### config.mk
export PLATFORM = sky130hd
export DESIGN_NAME = rns_fwd_conv_flat
export DESIGN_NICKNAME = d
export VERILOG_FILES = /design/src/rtl/rns_fwd_conv_if.sv /design/src/rtl/rns_fwd_conv.sv /design/src/flat_wrapper.sv
export SDC_FILE = /design/constraint.sdc
export NUM_CORES = 1
export LEC_CHECK = 0
export CAP_MARGIN = 10
export CELL_PAD_IN_SITES_DETAIL_PLACEMENT = 0
export CELL_PAD_IN_SITES_GLOBAL_PLACEMENT = 1
export CORE_ASPECT_RATIO = 1.75
export CORE_MARGIN = 5
export CORE_UTILIZATION = 51
export DETAILED_ROUTE_END_ITERATION = 10
export DONT_BUFFER_PORTS = 1
export GPL_ROUTABILITY_DRIVEN = 0
export HOLD_SLACK_MARGIN = 0.02
export PLACE_DENSITY = 0.88
export SLEW_MARGIN = 40
export SYNTH_ARGS = -nofsm -noshare
export SYNTH_HDL_FRONTEND = slang
export SYNTH_SLANG_ARGS = --single-unit
export TNS_END_PERCENT = 30
### constraint.sdc
create_clock -name clk -period 5.7 [get_ports clk]
set_clock_uncertainty 0.2 [all_clocks]
set_input_delay 0.285 -clock clk [delete_from_list [all_inputs] [get_ports clk]]
set_output_delay 0.285 -clock clk [all_outputs]
set_load 0.03 [all_outputs]
### src/rtl/rns_fwd_conv_if.sv
// rns_fwd_conv_if: sample-in / residues-out handshake bundle for the forward RNS converter
interface rns_fwd_conv_if #(parameter int N = 5);
  logic           in_valid;
  logic           in_ready;
  logic [3*N-1:0] in_data;
  logic           out_valid;
  logic           out_ready;
  logic [N-1:0]   res_m1;
  logic [N-1:0]   res_m0;
  logic [N:0]     res_p1;
  modport slave (
    input  in_valid, in_data, out_ready,
    output in_ready, out_valid, res_m1, res_m0, res_p1
  );
  modport master (
    output in_valid, in_data, out_ready,
    input  in_ready, out_valid, res_m1, res_m0, res_p1
  );
endinterface

### src/rtl/rns_fwd_conv.sv
// rns_fwd_conv: iterative binary-to-RNS {2^N-1, 2^N, 2^N+1} converter; RNS_FWD_SIGNED_EN selects two's complement input
module rns_fwd_conv #(
  parameter int N = 5
) (
  input  logic          clk,
  input  logic          reset,
  rns_fwd_conv_if.slave bus
);
  localparam int W = 3 * N;
  localparam logic [N-1:0] M1 = {N{1'b1}};
  localparam logic signed [N+2:0] MP = (N+3)'((1 << N) + 1);
  typedef enum logic [1:0] {IDLE, ACC, FIX, DONE} state_t;
  state_t               state_q, state_d;
  logic [1:0]           k_q, k_d;
  logic [W-1:0]         data_q, data_d;
  logic [N-1:0]         acc_m_q, acc_m_d;
  logic signed [N+2:0]  acc_p_q, acc_p_d;
  logic                 in_ready_q, in_ready_d;
  logic                 out_valid_q, out_valid_d;
  logic [N-1:0]         res_m1_q, res_m1_d;
  logic [N-1:0]         res_m0_q, res_m0_d;
  logic [N:0]           res_p1_q, res_p1_d;
  logic [N-1:0]         chunk;
  logic [N:0]           sum_m;
  logic [N-1:0]         acc_m_nx;
  logic signed [N+2:0]  chunk_p;
  logic signed [N+2:0]  acc_p_nx;
  logic [N-1:0]         fix_m;
  logic [N:0]           fix_p;
  logic [N-1:0]         res_m1_nx;
  logic [N:0]           res_p1_nx;
  // Per-chunk accumulation, final range correction and the FSM next state
  always_comb begin
    chunk = k_q == 2'd0 ? data_q[N-1:0] : k_q == 2'd1 ? data_q[2*N-1:N] : data_q[W-1:2*N];
    sum_m = {1'b0, acc_m_q} + {1'b0, chunk};
    acc_m_nx = sum_m[N-1:0] + N'(sum_m[N]);
    chunk_p = {3'b000, chunk};
    acc_p_nx = k_q == 2'd1 ? acc_p_q - chunk_p : acc_p_q + chunk_p;
    fix_m = acc_m_q == M1 ? '0 : acc_m_q;
    fix_p = (N+1)'(acc_p_q[N+2] ? acc_p_q + MP : (acc_p_q >= MP ? acc_p_q - MP : acc_p_q));
`ifdef RNS_FWD_SIGNED_EN
    res_m1_nx = data_q[W-1] ? (fix_m == '0 ? M1 - N'(1) : fix_m - N'(1)) : fix_m;
    res_p1_nx = data_q[W-1] ? (fix_p == (N+1)'(1 << N) ? '0 : fix_p + (N+1)'(1)) : fix_p;
`else
    res_m1_nx = fix_m;
    res_p1_nx = fix_p;
`endif
    state_d = state_q;
    k_d = k_q;
    data_d = data_q;
    acc_m_d = acc_m_q;
    acc_p_d = acc_p_q;
    in_ready_d = in_ready_q;
    out_valid_d = out_valid_q;
    res_m1_d = res_m1_q;
    res_m0_d = res_m0_q;
    res_p1_d = res_p1_q;
    unique case (state_q)
      IDLE: begin
        in_ready_d = 1'b1;
        if (in_ready_q && bus.in_valid) begin
          data_d = bus.in_data;
          acc_m_d = '0;
          acc_p_d = '0;
          k_d = 2'd0;
          in_ready_d = 1'b0;
          state_d = ACC;
        end
      end
      ACC: begin
        acc_m_d = acc_m_nx;
        acc_p_d = acc_p_nx;
        k_d = k_q + 2'd1;
        state_d = k_q == 2'd2 ? FIX : ACC;
      end
      FIX: begin
        res_m1_d = res_m1_nx;
        res_m0_d = data_q[N-1:0];
        res_p1_d = res_p1_nx;
        out_valid_d = 1'b1;
        state_d = DONE;
      end
      DONE: begin
        if (bus.out_ready) begin
          out_valid_d = 1'b0;
          in_ready_d = 1'b1;
          state_d = IDLE;
        end
      end
      default: state_d = IDLE;
    endcase
  end
  // State and registered outputs; reset drops any in-flight sample
  always_ff @(posedge clk) begin
    if (reset) begin
      state_q <= IDLE;
      k_q <= '0;
      data_q <= '0;
      acc_m_q <= '0;
      acc_p_q <= '0;
      in_ready_q <= 1'b0;
      out_valid_q <= 1'b0;
      res_m1_q <= '0;
      res_m0_q <= '0;
      res_p1_q <= '0;
    end else begin
      state_q <= state_d;
      k_q <= k_d;
      data_q <= data_d;
      acc_m_q <= acc_m_d;
      acc_p_q <= acc_p_d;
      in_ready_q <= in_ready_d;
      out_valid_q <= out_valid_d;
      res_m1_q <= res_m1_d;
      res_m0_q <= res_m0_d;
      res_p1_q <= res_p1_d;
    end
  end
  assign bus.in_ready = in_ready_q;
  assign bus.out_valid = out_valid_q;
  assign bus.res_m1 = res_m1_q;
  assign bus.res_m0 = res_m0_q;
  assign bus.res_p1 = res_p1_q;
endmodule

### src/flat_wrapper.sv
// flat-port wrapper written by rule: the top's interface ports become plain ports
module rns_fwd_conv_flat 
#(
  parameter int N = 5
)
  (clk, reset, bus_in_valid, bus_in_data, bus_out_ready, bus_in_ready, bus_out_valid, bus_res_m1, bus_res_m0, bus_res_p1);
  rns_fwd_conv_if #(.N(N)) bus_i ();
  input  logic clk;
  input  logic reset;
  input wire logic [$bits(bus_i.in_valid)-1:0] bus_in_valid;
  input wire logic [$bits(bus_i.in_data)-1:0] bus_in_data;
  input wire logic [$bits(bus_i.out_ready)-1:0] bus_out_ready;
  output wire logic [$bits(bus_i.in_ready)-1:0] bus_in_ready;
  output wire logic [$bits(bus_i.out_valid)-1:0] bus_out_valid;
  output wire logic [$bits(bus_i.res_m1)-1:0] bus_res_m1;
  output wire logic [$bits(bus_i.res_m0)-1:0] bus_res_m0;
  output wire logic [$bits(bus_i.res_p1)-1:0] bus_res_p1;
  assign bus_i.in_valid = bus_in_valid;
  assign bus_i.in_data = bus_in_data;
  assign bus_i.out_ready = bus_out_ready;
  assign bus_in_ready = bus_i.in_ready;
  assign bus_out_valid = bus_i.out_valid;
  assign bus_res_m1 = bus_i.res_m1;
  assign bus_res_m0 = bus_i.res_m0;
  assign bus_res_p1 = bus_i.res_p1;
  rns_fwd_conv #(.N(N)) u_core (.clk(clk), .reset(reset), .bus(bus_i));
endmodule
-- After elaboration in Yosys (flattened, before gate mapping)
Cells that the tools add are included.
- bits in registers: 50
- bits of input ports: 19
- output and inout port bits: 18
- $add $sub $neg: 7
- $lt $le $gt $ge: 1
- equality and inequality tests: 8
- mux-type cells: 21
- reductions and logical operators: 11
- operators with widths (cell ; count):
    2-to-1 mux 5 bit ; 4
    2-to-1 mux 8 bit ; 2
    one-hot mux 8 bit (2 select lines) ; 1
    2-to-1 mux 6 bit ; 2
    one-hot mux 5 bit (2 select lines) ; 1
    AND reduction 2 bit ; 5
    adder 8 x 6 -> 8 bit ; 1
    >= comparator 8 x 7 -> 1 bit (second input constant) ; 1
    2-to-1 mux 2 bit ; 4
    one-hot mux 2 bit (4 select lines) ; 1
    subtractor 8 x 6 -> 8 bit ; 1
    adder 5 x 5 -> 6 bit ; 1
    adder 6 bit (second input constant) ; 1
    equality test 2 bit (second input constant) ; 3
    nonzero test 2 bit ; 3
    subtractor 6 bit (second input constant) ; 1
    adder 5 x 1 -> 5 bit ; 1
    equality test 5 bit (second input constant) ; 1
    equality test 2 x 1 -> 1 bit (second input constant) ; 2
    zero test 2 bit ; 2
    one-hot mux 1 bit (2 select lines) ; 2
    one-hot mux 2 bit (2 select lines) ; 1
    2-to-1 mux 1 bit ; 3
    adder 2 x 1 -> 2 bit (second input constant) ; 1
    other kinds (3) ; 3

-- Longest topological paths before layout
- depth after elaboration: 6
- gate-level depth with buffers: 19
- mapped depth without buffers: 18

-- Least setup slack after synthesis
Ideal clock, no wire load.
- path type: register to register
- from: register u_core.k_q[1]
- to: register u_core.acc_m_q[4]
- library setup time: 0.142 ns
- arrival time: 3.473 ns
- data required time: 5.358 ns
- slack: 1.885 ns
- cell stages (with the launch flop): 20
- period minus slack after synthesis: 3.815 ns
- cell sequence: dfxtp_1 -> inv_1 -> ha_1 -> buf_6 -> mux2i_1 -> o21ai_1 -> ha_1 -> a21o_1 -> a21oi_1 -> inv_1 -> maj3_1 -> a21o_1 -> ha_1 -> ha_1 -> and2_1 -> mux2i_1 -> nand2_1 -> o21ai_1 -> mux2i_1 -> o41ai_1
- longest elaborated chain between the ends: 6
- elaborated cells between the ends (all ways): 7
- ends and longest elaborated chain (what ; RTL line ; text):
    start: declaration ; rns_fwd_conv.sv:14 ; logic [1:0] k_q, k_d;
    start signal: assignment ; rns_fwd_conv.sv:108 ; k_q <= k_d;
    equality test 2 x 1 -> 1 bit ; rns_fwd_conv.sv:34 ; chunk = k_q == 2'd0 ? data_q[N-1:0] : k_q == 2'd1 ? data_q[2*N-1:N] : data_q[W-1:2*N];
    2-to-1 mux 5 bit ; rns_fwd_conv.sv:34 ;
    2-to-1 mux 5 bit (*) ; rns_fwd_conv.sv:34 ;
    adder 5 x 5 -> 6 bit (*) ; rns_fwd_conv.sv:35 ; sum_m = {1'b0, acc_m_q} + {1'b0, chunk};
    adder 5 x 1 -> 5 bit (*) ; rns_fwd_conv.sv:36 ; acc_m_nx = sum_m[N-1:0] + N'(sum_m[N]);
    one-hot mux 5 bit (2 select lines) (*) ; rns_fwd_conv.sv:58 ; unique case (state_q)
    end signal: assignment ; rns_fwd_conv.sv:110 ; acc_m_q <= acc_m_d;
    end: declaration ; rns_fwd_conv.sv:16 ; logic [N-1:0] acc_m_q, acc_m_d;
Mark *: on every way between the ends. The rest lies on a longest branch, timed or not.
A chain may end at the register's enable or synchronous reset.

-- Worst setup path in the final report
Same ends and word-level chain as after synthesis.

==> run summary <==
Max Fclk: 232 MHz
initial DRC count: 139
crit start category: flop
cell area after synthesis: 2830 sq um
drt drc: 0
power per standard cell area: 280 nW/um^2
critical path arrival: 4.29 ns
mean post-synth cell area: 8.09 sq um
core footprint: 5500 sq um
Fillers: 538
GRT Residual Overflow: 0
DR vias: 2363
critical path cell sequence: inv_1, ha_1, mux2i_1, o21ai_1, ha_1, a21o_1, a21oi_1, inv_1, maj3_1, a21o_1, ha_1, ha_1, and2_1, mux2i_1, nand2_1, o21ai_1, mux2i_1, o41ai_1
Async S/R FF share, synth: 0
# diodes: 0
post-layout instance area: 3090 sq um
Starting Density: 0.515
wire length per cell: 15.0 um
vias in the first global route: 2325
Clk pin slew, worst setup/hold paths: 0.10 ns
reg2reg setup slack: 1.39 ns
final setup fails: 0
H-tree Lvls: 2
Distinct cells, synth: 52
die width: 66.3 um
RSZ-0062 raised after global routing: false
critical path required time: 5.68 ns
Final nets: 393
Detailed Routing Iterations Pass 1: 4
final hold vios: 0
CTS resizes: 0
IO Port Bufs: 0
Non-Filler Instances: 428
commonest non-fill, non-tap cells in the layout: 64 x nand2_1, 50 x dfxtp_1, 37 x a21oi_1
CTS Buffer Depth: 2
status: finished, final reports clean
Ports: 37
die height: 109 um
worst hold path class: primary input to flop
Total Negative Setup Slacks: 0 ns
Post-CTS Setup Inserts: 0
GRT met1 Usage: 0.226
Final ANT Viol Nets: 0
share of layout cells above drive strength 1: 0.0625
pin count of the biggest net entering global routing: 54
critical path class: flop to flop
DP HPWL: 4580 um
Syn Nets: 391
most common cell after layout, fill and taps aside: nand2_1
sequential fraction of the synthesis area: 0.354
clock root buffer: clkbuf_8
Setup crit end kind: flop
CP Max Fanout: 11
Die Area: 7200 sq um
final worst path period share: 0.756
Final Slew Violations: 0
crit path buf inv count: 2
Tmin final: 4.31 ns
FP Rows: 36
Top FF cell, synth: dfxtp_1
met2 Use GR: 0.360
All-Layer GR Usage: 0.196
CTS tree: built
relative slew slack: 0.465
cts hold-fix bufs: 17
Peak VDD IR: 0.169 mV
Worst Tran Pin Value: 0.800 ns
Static Leak: 1.10 nW
slowest CP cell: ha_1
Seq cells post-synth: 50
Yosys Warn Count: 0
Max stage delay on crit path: 0.48 ns
met3 Use GR: 0.0322
EDFF count, synth: 0
first-pass GRT wire length: 11000 um
maxcap violations: 0
placed cell area: 2820 sq um
Area growth, synth to finish: 9.06%
number of antenna violations at the first check in global routing: 0
placed cell count: 404
grt peak-use layer: met2
total clock sinks: 50
later-pin clock latency in the skew report: 0.31 ns
Mapped Cells: 350
delay-heaviest family, CP: adder cells
Most common cell on crit path: ha_1
vias per inst: 5.52
Inserted Clock Buffers: 5
Total Wirelength: 6410 um
==> layout make-up <==
cell class / count / area, sq um / share of cell area
sequential: 50 / 1000 / 0.324
tap: 76 / 95.1 / 0.0308
inverter: 11 / 42.5 / 0.0138
multi-input combinational: 267 / 1690 / 0.546
clock inverter: 2 / 13.8 / 0.00446
clock buffer: 5 / 68.8 / 0.0223
timing repair buffer: 17 / 180 / 0.0584
==> power by group <==
part           switching (mW)  internal (mW)
clock                   0.120         0.0851
sequential             0.0258          0.366
combinational           0.143          0.125
total                   0.288          0.576
==> layer usage <==
layer	share of wire	vias up
li1	-	1213
met1	0.40	1101
met2	0.55	39
met3	0.027	10
met4	0.019	0
met5	0	-
==> logic make-up (layout without fill, tap and decap cells) <==
logic type / count (synthesis) / after routing / share of synthesized area
flops: 50 / 50 / 0.354
buf+inv: 33 / 35 / 0.0583
simple gates: 137 / 137 / 0.217
xor+xnor: 14 / 14 / 0.0433
mux: 8 / 8 / 0.0301
compound gates: 85 / 85 / 0.192
fa+ha+maj: 23 / 23 / 0.106
==> state kept, by name, summed over array words and instances, names as in the netlist, named ones only <==
name                  count
u_core.bus.res_m1         5
u_core.k_q                2
u_core.bus.res_p1         6
u_core.bus.out_valid      1
u_core.bus.res_m0         5
u_core.state_q            1
u_core.data_q            15
u_core.acc_m_q            5
u_core.acc_p_q            8
u_core.bus.in_ready       1
==> per-stage QoR <==
| stage | hold slack, ns | total power [mW] | setup slack [ns] | util |
|---|---|---|---|---|
| CTS | 0.0373 | 0.873 | 1.40 | 0.561 |
| floorplan | 0.221 | 0.614 | 1.89 | - |
| global placement | 0.158 | 0.646 | 1.55 | 0.511 |
| global route | 0.0574 | 0.922 | 1.07 | 0.562 |
| finish | 0.0345 | 0.864 | 1.39 | 0.562 |
| detailed placement | 0.161 | 0.654 | 1.42 | 0.513 |
==> cell usage after synthesis (all sizes together) (3+ instances only) <==
cell | instances | area, sq um
a211oi | 4 | 30.0
a21o | 5 | 38.8
a21oi | 37 | 185
a22oi | 5 | 37.5
a31oi | 5 | 31.3
buf | 9 | 72.6
clkbuf | 13 | 50.0
dfxtp | 50 | 1000
ha | 20 | 250
inv | 10 | 37.5
mux2i | 7 | 73.8
nand2 | 64 | 240
nand2b | 3 | 18.8
nand3 | 13 | 65.1
nand3b | 4 | 30.0
nand4 | 3 | 18.8
nor2 | 27 | 101
nor2b | 5 | 31.3
nor3 | 11 | 60.1
o21a | 4 | 30.0
o21ai | 12 | 75.1
o31ai | 3 | 22.5
xnor2 | 9 | 78.8
xor2 | 5 | 43.8
==> path summary, 6_finish.rpt <==
path / from / to / cells past startpoint
max reg2reg: u_core.k_q[1] / u_core.acc_m_q[4] / 18
min: bus_in_valid / u_core.state_q[0] / 2
max: u_core.k_q[1] / u_core.acc_m_q[4] / 18
min reg2reg: u_core.data_q[9] / u_core.data_q[9] / 2
Power figures use the tool's default switching activity.
